[src/rtl/fft_twiddle_addr_gen_if.sv]
// Handshake/bus bundle between the FFT twiddle sequencer and the butterfly unit.
// master: sequencer (drives tw_addr, bf_*, busy, done); slave: consumer (drives start, ready).
interface fft_twiddle_addr_gen_if #(
   parameter int LOG2N  = 5,
   parameter int ADDR_W = 5
);
   logic              start;
   logic              ready;
   logic [ADDR_W-1:0] tw_addr;
   logic              bf_valid;
   logic [LOG2N-1:0]  bf_idx_a;
   logic [LOG2N-1:0]  bf_idx_b;
   logic [2:0]        bf_stage;
   logic              busy;
   logic              done;

   modport master (
      input  start, ready,
      output tw_addr, bf_valid, bf_idx_a, bf_idx_b,
      output bf_stage, busy, done
   );

   modport slave (
      output start, ready,
      input  tw_addr, bf_valid, bf_idx_a, bf_idx_b,
      input  bf_stage, busy, done
   );
endinterface

[src/rtl/fft_twiddle_addr_gen.sv]
// Radix-2 DIT FFT sequencer: walks stages/butterflies, drives the twiddle ROM address
// and emits operand indices delayed one cycle to line up with registered ROM data.
// Ports: clk, rst_n (async, active-low), bus (master: start/ready in; tw_addr, bf_*, busy, done out).
module fft_twiddle_addr_gen #(
   parameter int LOG2N     = 5,
   parameter int ADDR_W    = 5,
   parameter int STAGE_GAP = 2
) (
   input  logic                   clk,
   input  logic                   rst_n,
   fft_twiddle_addr_gen_if.master bus
);
   localparam logic [1:0] S_IDLE = 2'd0;
   localparam logic [1:0] S_RUN  = 2'd1;
   localparam logic [1:0] S_GAP  = 2'd2;

   localparam int BW = LOG2N - 1;
   localparam int GW = (STAGE_GAP > 1) ? $clog2(STAGE_GAP) : 1;
   localparam logic [2:0] S_LAST = 3'(LOG2N - 1);
   localparam logic [GW-1:0] G_LAST =
      GW'((STAGE_GAP > 0) ? STAGE_GAP - 1 : 0);

   logic [1:0]    state;
   logic [2:0]    s;
   logic [BW-1:0] b;
   logic [GW-1:0] g;

   logic issue, accept, b_last, s_last, fin;

   logic [LOG2N-1:0]  half, bx, p, j, idx_a, idx_b;
   logic [3:0]        sh_tw;
   logic [ADDR_W-1:0] tw;

   logic             valid_q, busy_q, done_q;
   logic [LOG2N-1:0] idx_a_q, idx_b_q;
   logic [2:0]       stage_q;

   // busy also covers the done cycle, so a start there is ignored
   assign accept = (state == S_IDLE) && bus.start && !busy_q;
   assign issue  = (state == S_RUN) && bus.ready;
   assign b_last = &b;
   assign s_last = (s == S_LAST);
   assign fin    = issue && b_last && s_last;

   // butterfly b of stage s: group j, offset p within the group
   always_comb begin
      half  = LOG2N'(1) << s;
      bx    = LOG2N'(b);
      p     = bx & (half - 1'b1);
      j     = bx >> s;
      idx_a = (j << (4'(s) + 4'd1)) | p;
      idx_b = idx_a + half;
      sh_tw = 4'(S_LAST) - 4'(s);
      tw    = ADDR_W'(p) << sh_tw;
   end

   always_ff @(posedge clk or negedge rst_n) begin
      if (!rst_n) begin
         state <= S_IDLE;
         s     <= '0;
         b     <= '0;
         g     <= '0;
      end else begin
         unique case (state)
            S_IDLE: begin
               if (accept) begin
                  state <= S_RUN;
                  s     <= '0;
                  b     <= '0;
                  g     <= '0;
               end
            end
            S_RUN: begin
               if (issue) begin
                  b <= b + 1'b1;
                  if (b_last) begin
                     if (s_last) begin
                        state <= S_IDLE;
                        s     <= '0;
                     end else if (STAGE_GAP == 0) begin
                        s <= s + 3'd1;
                     end else begin
                        state <= S_GAP;
                     end
                  end
               end
            end
            S_GAP: begin
               // gap length is fixed; ready is not consulted here
               if (g == G_LAST) begin
                  g     <= '0;
                  s     <= s + 3'd1;
                  state <= S_RUN;
               end else begin
                  g <= g + 1'b1;
               end
            end
            default: state <= S_IDLE;
         endcase
      end
   end

   // one-cycle delay so indices coincide with the registered ROM output
   always_ff @(posedge clk or negedge rst_n) begin
      if (!rst_n) begin
         valid_q <= 1'b0;
         busy_q  <= 1'b0;
         done_q  <= 1'b0;
         idx_a_q <= '0;
         idx_b_q <= '0;
         stage_q <= '0;
      end else begin
         valid_q <= issue;
         done_q  <= fin;
         if (accept)
            busy_q <= 1'b1;
         else if (done_q)
            busy_q <= 1'b0;
         if (issue) begin
            idx_a_q <= idx_a;
            idx_b_q <= idx_b;
            stage_q <= s;
         end
      end
   end

   assign bus.tw_addr  = tw;
   assign bus.bf_valid = valid_q;
   assign bus.bf_idx_a = idx_a_q;
   assign bus.bf_idx_b = idx_b_q;
   assign bus.bf_stage = stage_q;
   assign bus.busy     = busy_q;
   assign bus.done     = done_q;
endmodule

[src/flat_wrapper.sv]
// flat-port wrapper written by rule: the top's interface ports become plain ports
module fft_twiddle_addr_gen_flat 
#(
   parameter int LOG2N     = 5,
   parameter int ADDR_W    = 5,
   parameter int STAGE_GAP = 2
)
  (clk, rst_n, bus_start, bus_ready, bus_tw_addr, bus_bf_valid, bus_bf_idx_a, bus_bf_idx_b, bus_bf_stage, bus_busy, bus_done);
  fft_twiddle_addr_gen_if #(.LOG2N(LOG2N), .ADDR_W(ADDR_W)) bus_i ();
  input  logic clk;
  input  logic rst_n;
  input wire logic [$bits(bus_i.start)-1:0] bus_start;
  input wire logic [$bits(bus_i.ready)-1:0] bus_ready;
  output wire logic [$bits(bus_i.tw_addr)-1:0] bus_tw_addr;
  output wire logic [$bits(bus_i.bf_valid)-1:0] bus_bf_valid;
  output wire logic [$bits(bus_i.bf_idx_a)-1:0] bus_bf_idx_a;
  output wire logic [$bits(bus_i.bf_idx_b)-1:0] bus_bf_idx_b;
  output wire logic [$bits(bus_i.bf_stage)-1:0] bus_bf_stage;
  output wire logic [$bits(bus_i.busy)-1:0] bus_busy;
  output wire logic [$bits(bus_i.done)-1:0] bus_done;
  assign bus_i.start = bus_start;
  assign bus_i.ready = bus_ready;
  assign bus_tw_addr = bus_i.tw_addr;
  assign bus_bf_valid = bus_i.bf_valid;
  assign bus_bf_idx_a = bus_i.bf_idx_a;
  assign bus_bf_idx_b = bus_i.bf_idx_b;
  assign bus_bf_stage = bus_i.bf_stage;
  assign bus_busy = bus_i.busy;
  assign bus_done = bus_i.done;
  fft_twiddle_addr_gen #(.LOG2N(LOG2N), .ADDR_W(ADDR_W), .STAGE_GAP(STAGE_GAP)) u_core (.clk(clk), .rst_n(rst_n), .bus(bus_i));
endmodule
[config.mk]
export PLATFORM = sky130hd
export DESIGN_NAME = fft_twiddle_addr_gen_flat
export DESIGN_NICKNAME = d
export VERILOG_FILES = /design/src/rtl/fft_twiddle_addr_gen_if.sv /design/src/rtl/fft_twiddle_addr_gen.sv /design/src/flat_wrapper.sv
export SDC_FILE = /design/constraint.sdc
export NUM_CORES = 1
export LEC_CHECK = 0
export BUFFER_PORTS_ARGS = -buffer_cell sky130_fd_sc_hd__buf_2
export CAP_MARGIN = 20
export CORE_MARGIN = 4
export CORE_UTILIZATION = 43
export DETAILED_ROUTE_END_ITERATION = 8
export HOLD_SLACK_MARGIN = 0.1
export REMOVE_ABC_BUFFERS = 1
export SLEW_MARGIN = 20
export SYNTH_ARGS = -nofsm -noshare
export SYNTH_HDL_FRONTEND = slang
export SYNTH_SLANG_ARGS = --single-unit
[constraint.sdc]
create_clock -name clk -period 4.8 [get_ports clk]
set_clock_uncertainty 0.05 [all_clocks]
set_input_delay 0.72 -clock clk [delete_from_list [all_inputs] [get_ports clk]]
set_output_delay 0.72 -clock clk [all_outputs]
set_load 0.03 [all_outputs]
---- Word level (Yosys, flattened, before mapping) ----
Cells that the tools add are included.
cells by class
  reductions and logical operators ........ 16
  bitwise operators ....................... 2
  equality and inequality tests ........... 8
  $add $sub $neg .......................... 7
  mux-type cells .......................... 20
  shift operators ......................... 4
operators by type and width
  kind                                                                     count
  3-bit 2-to-1 mux                                                         5
  2-bit 2-to-1 mux                                                         5
  2-bit by 1-bit inequality test with 1-bit output, second input constant  5
  5-bit by 4-bit left shift with 5-bit output                              2
  3-bit case mux with 3 select lines                                       1
  4-bit 2-to-1 mux                                                         2
  4-bit case mux with 2 select lines                                       1
  4-bit AND reduction                                                      2
  2-bit case mux with 3 select lines                                       1
  6-bit AND reduction                                                      1
  2-bit nonzero test                                                       3
  5-bit adder                                                              1
  4-bit by 5-bit AND with 5-bit output                                     1
  1-bit logical AND                                                        5
  5-bit bitwise OR                                                         1
  1-bit by 3-bit left shift with 5-bit output, first input constant        1
  4-bit by 3-bit right shift with 5-bit output                             1
  5-bit by 1-bit subtractor with 5-bit output, second input constant       1
  3-bit by 1-bit adder with 4-bit output, second input constant            1
  4-bit by 1-bit adder with 4-bit output, second input constant            1
  1-bit 2-to-1 mux                                                         4
  3-bit by 3-bit subtractor with 4-bit output, first input constant        1
  3-bit by 1-bit adder with 3-bit output, second input constant            1
  3-bit == test, second input constant                                     1
  other kinds (9)                                                          9
storage, ports and cells
  register bits ........................... 26
  bits of input ports ..................... 4

---- Logic depth before layout (Yosys ltp) ----
  word-level depth ........................ 5
  depth in mapped cells ................... 15
  depth with buffers taken out ............ 14

---- Worst setup path after synthesis ----
Ideal clock, no wire load.
  kind .................................... reg-to-output
  from .................................... register u_core.s[0]
  to ...................................... output bus_tw_addr[1]
  data arrival time ....................... 2.447 ns
  path buffers ............................ 1
  required time ........................... 4.030 ns
  path slack .............................. 1.583 ns
  stages on the path, launching flop included .. 11
  path through ............................ dfrtp_1 buf_2 inv_1 ha_1 ha_1 inv_1 ha_1 nand2b_1 nor2_1 a21oi_1 nor3_1
on the way
  cells in the longest elaborated chain, start to end .. 4
  elaborated cells between the ends (all ways) .. 5
ends and longest elaborated chain
  item                                           RTL line                    source
  start: declaration                             fft_twiddle_addr_gen.sv:24  logic [2:0] s;
  start signal: assignment                       fft_twiddle_addr_gen.sv:81  s <= s + 3'd1;
  start signal: assignment                       fft_twiddle_addr_gen.sv:92  s <= s + 3'd1;
  1-bit by 3-bit left shift with 5-bit output    fft_twiddle_addr_gen.sv:47  half = LOG2N'(1) << s;
  5-bit by 1-bit subtractor with 5-bit output    fft_twiddle_addr_gen.sv:49  p = bx & (half - 1'b1);
  4-bit by 5-bit AND with 5-bit output           fft_twiddle_addr_gen.sv:49
  5-bit by 4-bit left shift with 5-bit output *  fft_twiddle_addr_gen.sv:54  tw = ADDR_W'(p) << sh_tw;
  end: declaration                               flat_wrapper.sv:14          output wire logic [$bits(bus_i.tw_addr)-1:0] bus_tw_addr;
Mark *: on every way between the ends. The rest lies on a longest branch, timed or not.

---- Worst setup path after layout ----
  from .................................... register u_core.s[0]
  to ...................................... output bus_tw_addr[4]
The elaborated chain is that of the path after synthesis.

==> results by group <==
Clock network
  – PostCTS Resize Cnt: 0
  – Htree depth: 1
  – Clock Sinks: 26
  – CTS Buf Count: 3
  – CTS max path bufs: 2
  – Clock slew seen by the registers of the worst setup and hold paths: 0.09 ns
  – CTS tree: done
  – CTS root buf: clkbuf_8
  – Setup bufs post-CTS: 0
  – Clock latency on the worst-skew pair: 0.27 ns
  – CTS Hold Buffers Added: 0

Power
  – Leak: 0.971 nW
  – Worst VDD drop: 0.348 mV
  – Part of the power in combinational logic: 61.5%
  – Internal power: 0.758 mW
  – Net switching power: 0.769 mW
  – Power density cells: 797 nW/um^2
  – Final Power: 1.53 mW
  – Sw Share: 50.4%
  – Clock Power Share: 11.7%
  – Sequential group share of total power: 26.8%

Synthesis
  – Distinct cells, synth: 46
  – Dominant register cell in the synthesized netlist: dfrtp_1
  – Syn. warnings: 0
  – Syn Inst Count: 190
  – Post-synth EDFFs: 0
  – Post-synth ARST share: 100%
  – Avg Inst Size Synth: 9.04 um^2
  – Most frequent cell after synthesis: nand2_1
  – List of most frequent post-synthesis cells: nand2_1 (32), dfrtp_1 (26), nor2_1 (14)
  – Sequential area share after synthesis: 37.9%
  – Area contributors post-synth: dfrtp_1 (38%), ha_1 (9.5%), nand2_1 (7.0%), nor2_1 (3.1%), o21ai_0 (2.6%)
  – Cell area after synthesis: 1720 um^2
  – Cell accounting for the most synthesized area: dfrtp_1
  – Synth top area share: 37.9%
  – Flops & latches, synth: 26

GRT
  – Total Routing Usage GR: 16.5%
  – Grt total ovfl: 0
  – Initial antenna violation count: 0
  – Largest net degree at the start of global routing: 27
  – First-pass GRT wire length: 6820 um
  – Vias in the first global route: 1423

Drt
  – Final WL: 3770 um
  – Residual DRC count: 0
  – Pre-Repair DR Iteration Count: 4
  – Routed Antenna Nets: 0
  – Vias per cell: 5.51
  – Vias: 1417
  – WL per Instance: 14.7 um
  – Starting DRT DRC Count: 51

Setup path
  – Startpoint types: flop
  – Data required, critical path: 4.03 ns
  – Largest delay share family, worst path: adder cells
  – Buffer and inverter count on the worst path: 3
  – Crit end category: output pin
  – Worst-path fanout max: 19
  – Crit path arrival time: 3.09 ns
  – Setup CP Type: flop to output pin
  – CP max stage delay: 0.72 ns
  – Critical path's slowest cell: dfrtp_1
  – CP Cell Sequence: inv_1 -> ha_1 -> ha_1 -> inv_1 -> ha_1 -> nand2b_1 -> o21ba_1 -> o21a_1 -> a211oi_2 -> buf_2
  – Crit-path most repeated cell: ha_1

Floorplanning
  – IO Count: 25
  – Die area: 5070 um^2
  – Die Y-Extent: 71.2 um
  – Starting Density: 45.6%
  – Core ar.: 3770 um^2
  – Die Span X: 71.2 um
  – # rows: 22

Min path
  – Hold WC Path Type: primary input to asynchronous set/reset pin

Placement
  – Post-DP HPWL: 2950 um
  – Port-buffer cells: 24
  – DP Worst Slack: 1.29 ns
  – Placer congestion estimate: 0.896
  – Placed Instance Area: 1850 um^2

Run
  – Max-Cap Viols: 0

Final layout
  – Synthesis-to-layout area growth: 11.6%
  – Nets: 228
  – Ant diodes: 0
  – Final instance area: 1920 um^2
  – Fraction of layout cells with a size suffix above 1: 19.1%

STA
  – Fin. max-slew vios: 0
  – Peak Freq: 259 MHz
  – Final setup viols: 0
  – Fin. Hold Viols: 0
  – Setup TNS: 0 ns
  – Period Utilization, post-route: 80.5%
  – Final Worst Setup Slack: 0.938 ns
  – Worst slew margin: 61.1%
  – Hold Slack: 0.381 ns
  – Tmin final: 3.86 ns
  – Least-Margin Pin Slew: 0.584 ns
  – RSZ-0062 raised after global routing: false

Run status
  – Outcome: finished, final reports clean
## worst reg2reg max path, delay by kind of cell (launching register included)
family	cells	cell delay, ns
xor gates and xnor gates	3	0.48
buffers and inverters	2	0.36
and+or+nand+nor	1	0.10
adders and majority gates	4	1.08
AOI/OAI and AO/OA	4	0.62
DFF	1	0.72
## power by group through the flow
stage	Clock, mW	Combinational, mW	Sequential (mW)
final	0.179	0.939	0.409
after floorplan	0	0.621	0.489
after CTS	0.185	0.936	0.408
after global routing	0.194	1.04	0.427
after global placement	0	0.911	0.409
after detailed placement	0	0.931	0.413
## cells in the final DEF, fill, tap and decap left out, drive strengths merged, types with 2 or more instances in the layout
master	instances
nand2	33
dfrtp	26
buf	24
nor2	14
o21ai	14
ha	13
inv	13
a21oi	9
o22ai	4
xor2	4
a21o	4
a31oi	4
nand2b	4
xnor2	4
o21a	3
a22o	3
clkbuf	3
mux2	3
nor2b	3
nor3	3
o21ba	2
nor3b	2
o31ai	2
nor4	2
and2	2
nand4	2
## per-layer routing
metal  routed length [um]  global-route usage, %  share of wire, %  vias to the layer above
li1                     -                      -                 -                      687
met1                 1620                   20.7                43                      664
met2                 1810                   27.1                48                       52
met3                  209                   4.12               5.5                       14
met4                  130                   6.26               3.4                        0
met5                    0                      0                 0                        -
## cells by family after synthesis
| logic type | after synthesis | share of synthesized area [%] |
|---|---|---|
| buf+inv | 22 | 5.90 |
| simple gates | 68 | 18.9 |
| flops | 26 | 37.9 |
| xor+xnor | 8 | 4.52 |
| mux | 4 | 3.28 |
| compound gates | 48 | 18.9 |
| fa+ha+maj | 14 | 10.6 |
## worst paths after layout
| kind | slack (ns) | end | start | cells past startpoint |
|---|---|---|---|---|
| hold reg to reg | 0.42 | u_core.bus.bf_idx_b[0] | u_core.bus.bf_idx_b[0] | 2 |
| hold / removal | 0.38 | u_core.bus.bf_valid | rst_n | 1 |
| setup / recovery | 0.94 | bus_tw_addr[4] | u_core.s[0] | 10 |
| min in group clk | 0.42 | u_core.bus.bf_idx_b[0] | u_core.bus.bf_idx_b[0] | 2 |
| setup reg to reg | 1.29 | u_core.bus.bf_idx_b[4] | u_core.s[0] | 14 |
| max in group asynchronous | 3.94 | u_core.s[0] | rst_n | 1 |
## stage by stage
step	std cells	util [%]
finish	257	50.8
global route	257	50.8
CTS	257	50.8
detailed placement	253	48.9
global placement	253	48.9
floorplan	181	-
## registers in the layout, summed over array words and instances (netlist names)
name,count
u_core.bus.bf_idx_a,5
u_core.bus.bf_valid,1
u_core.bus.done,1
u_core.bus.busy,1
u_core.bus.bf_idx_b,5
u_core.b,4
u_core.bus.bf_stage,3
u_core.g,1
u_core.state,2
u_core.s,3
## layout make-up
cell class                 count  area (um^2)
clock buffer                   3         41.3
clock inverter                 1         30.0
fill                         360         1850
inverter                      13         48.8
multi-input combinational    142          966
sequential                    26          651
tap                           48         60.1
timing repair buffer          24          120
Power figures use the tool's default switching activity.
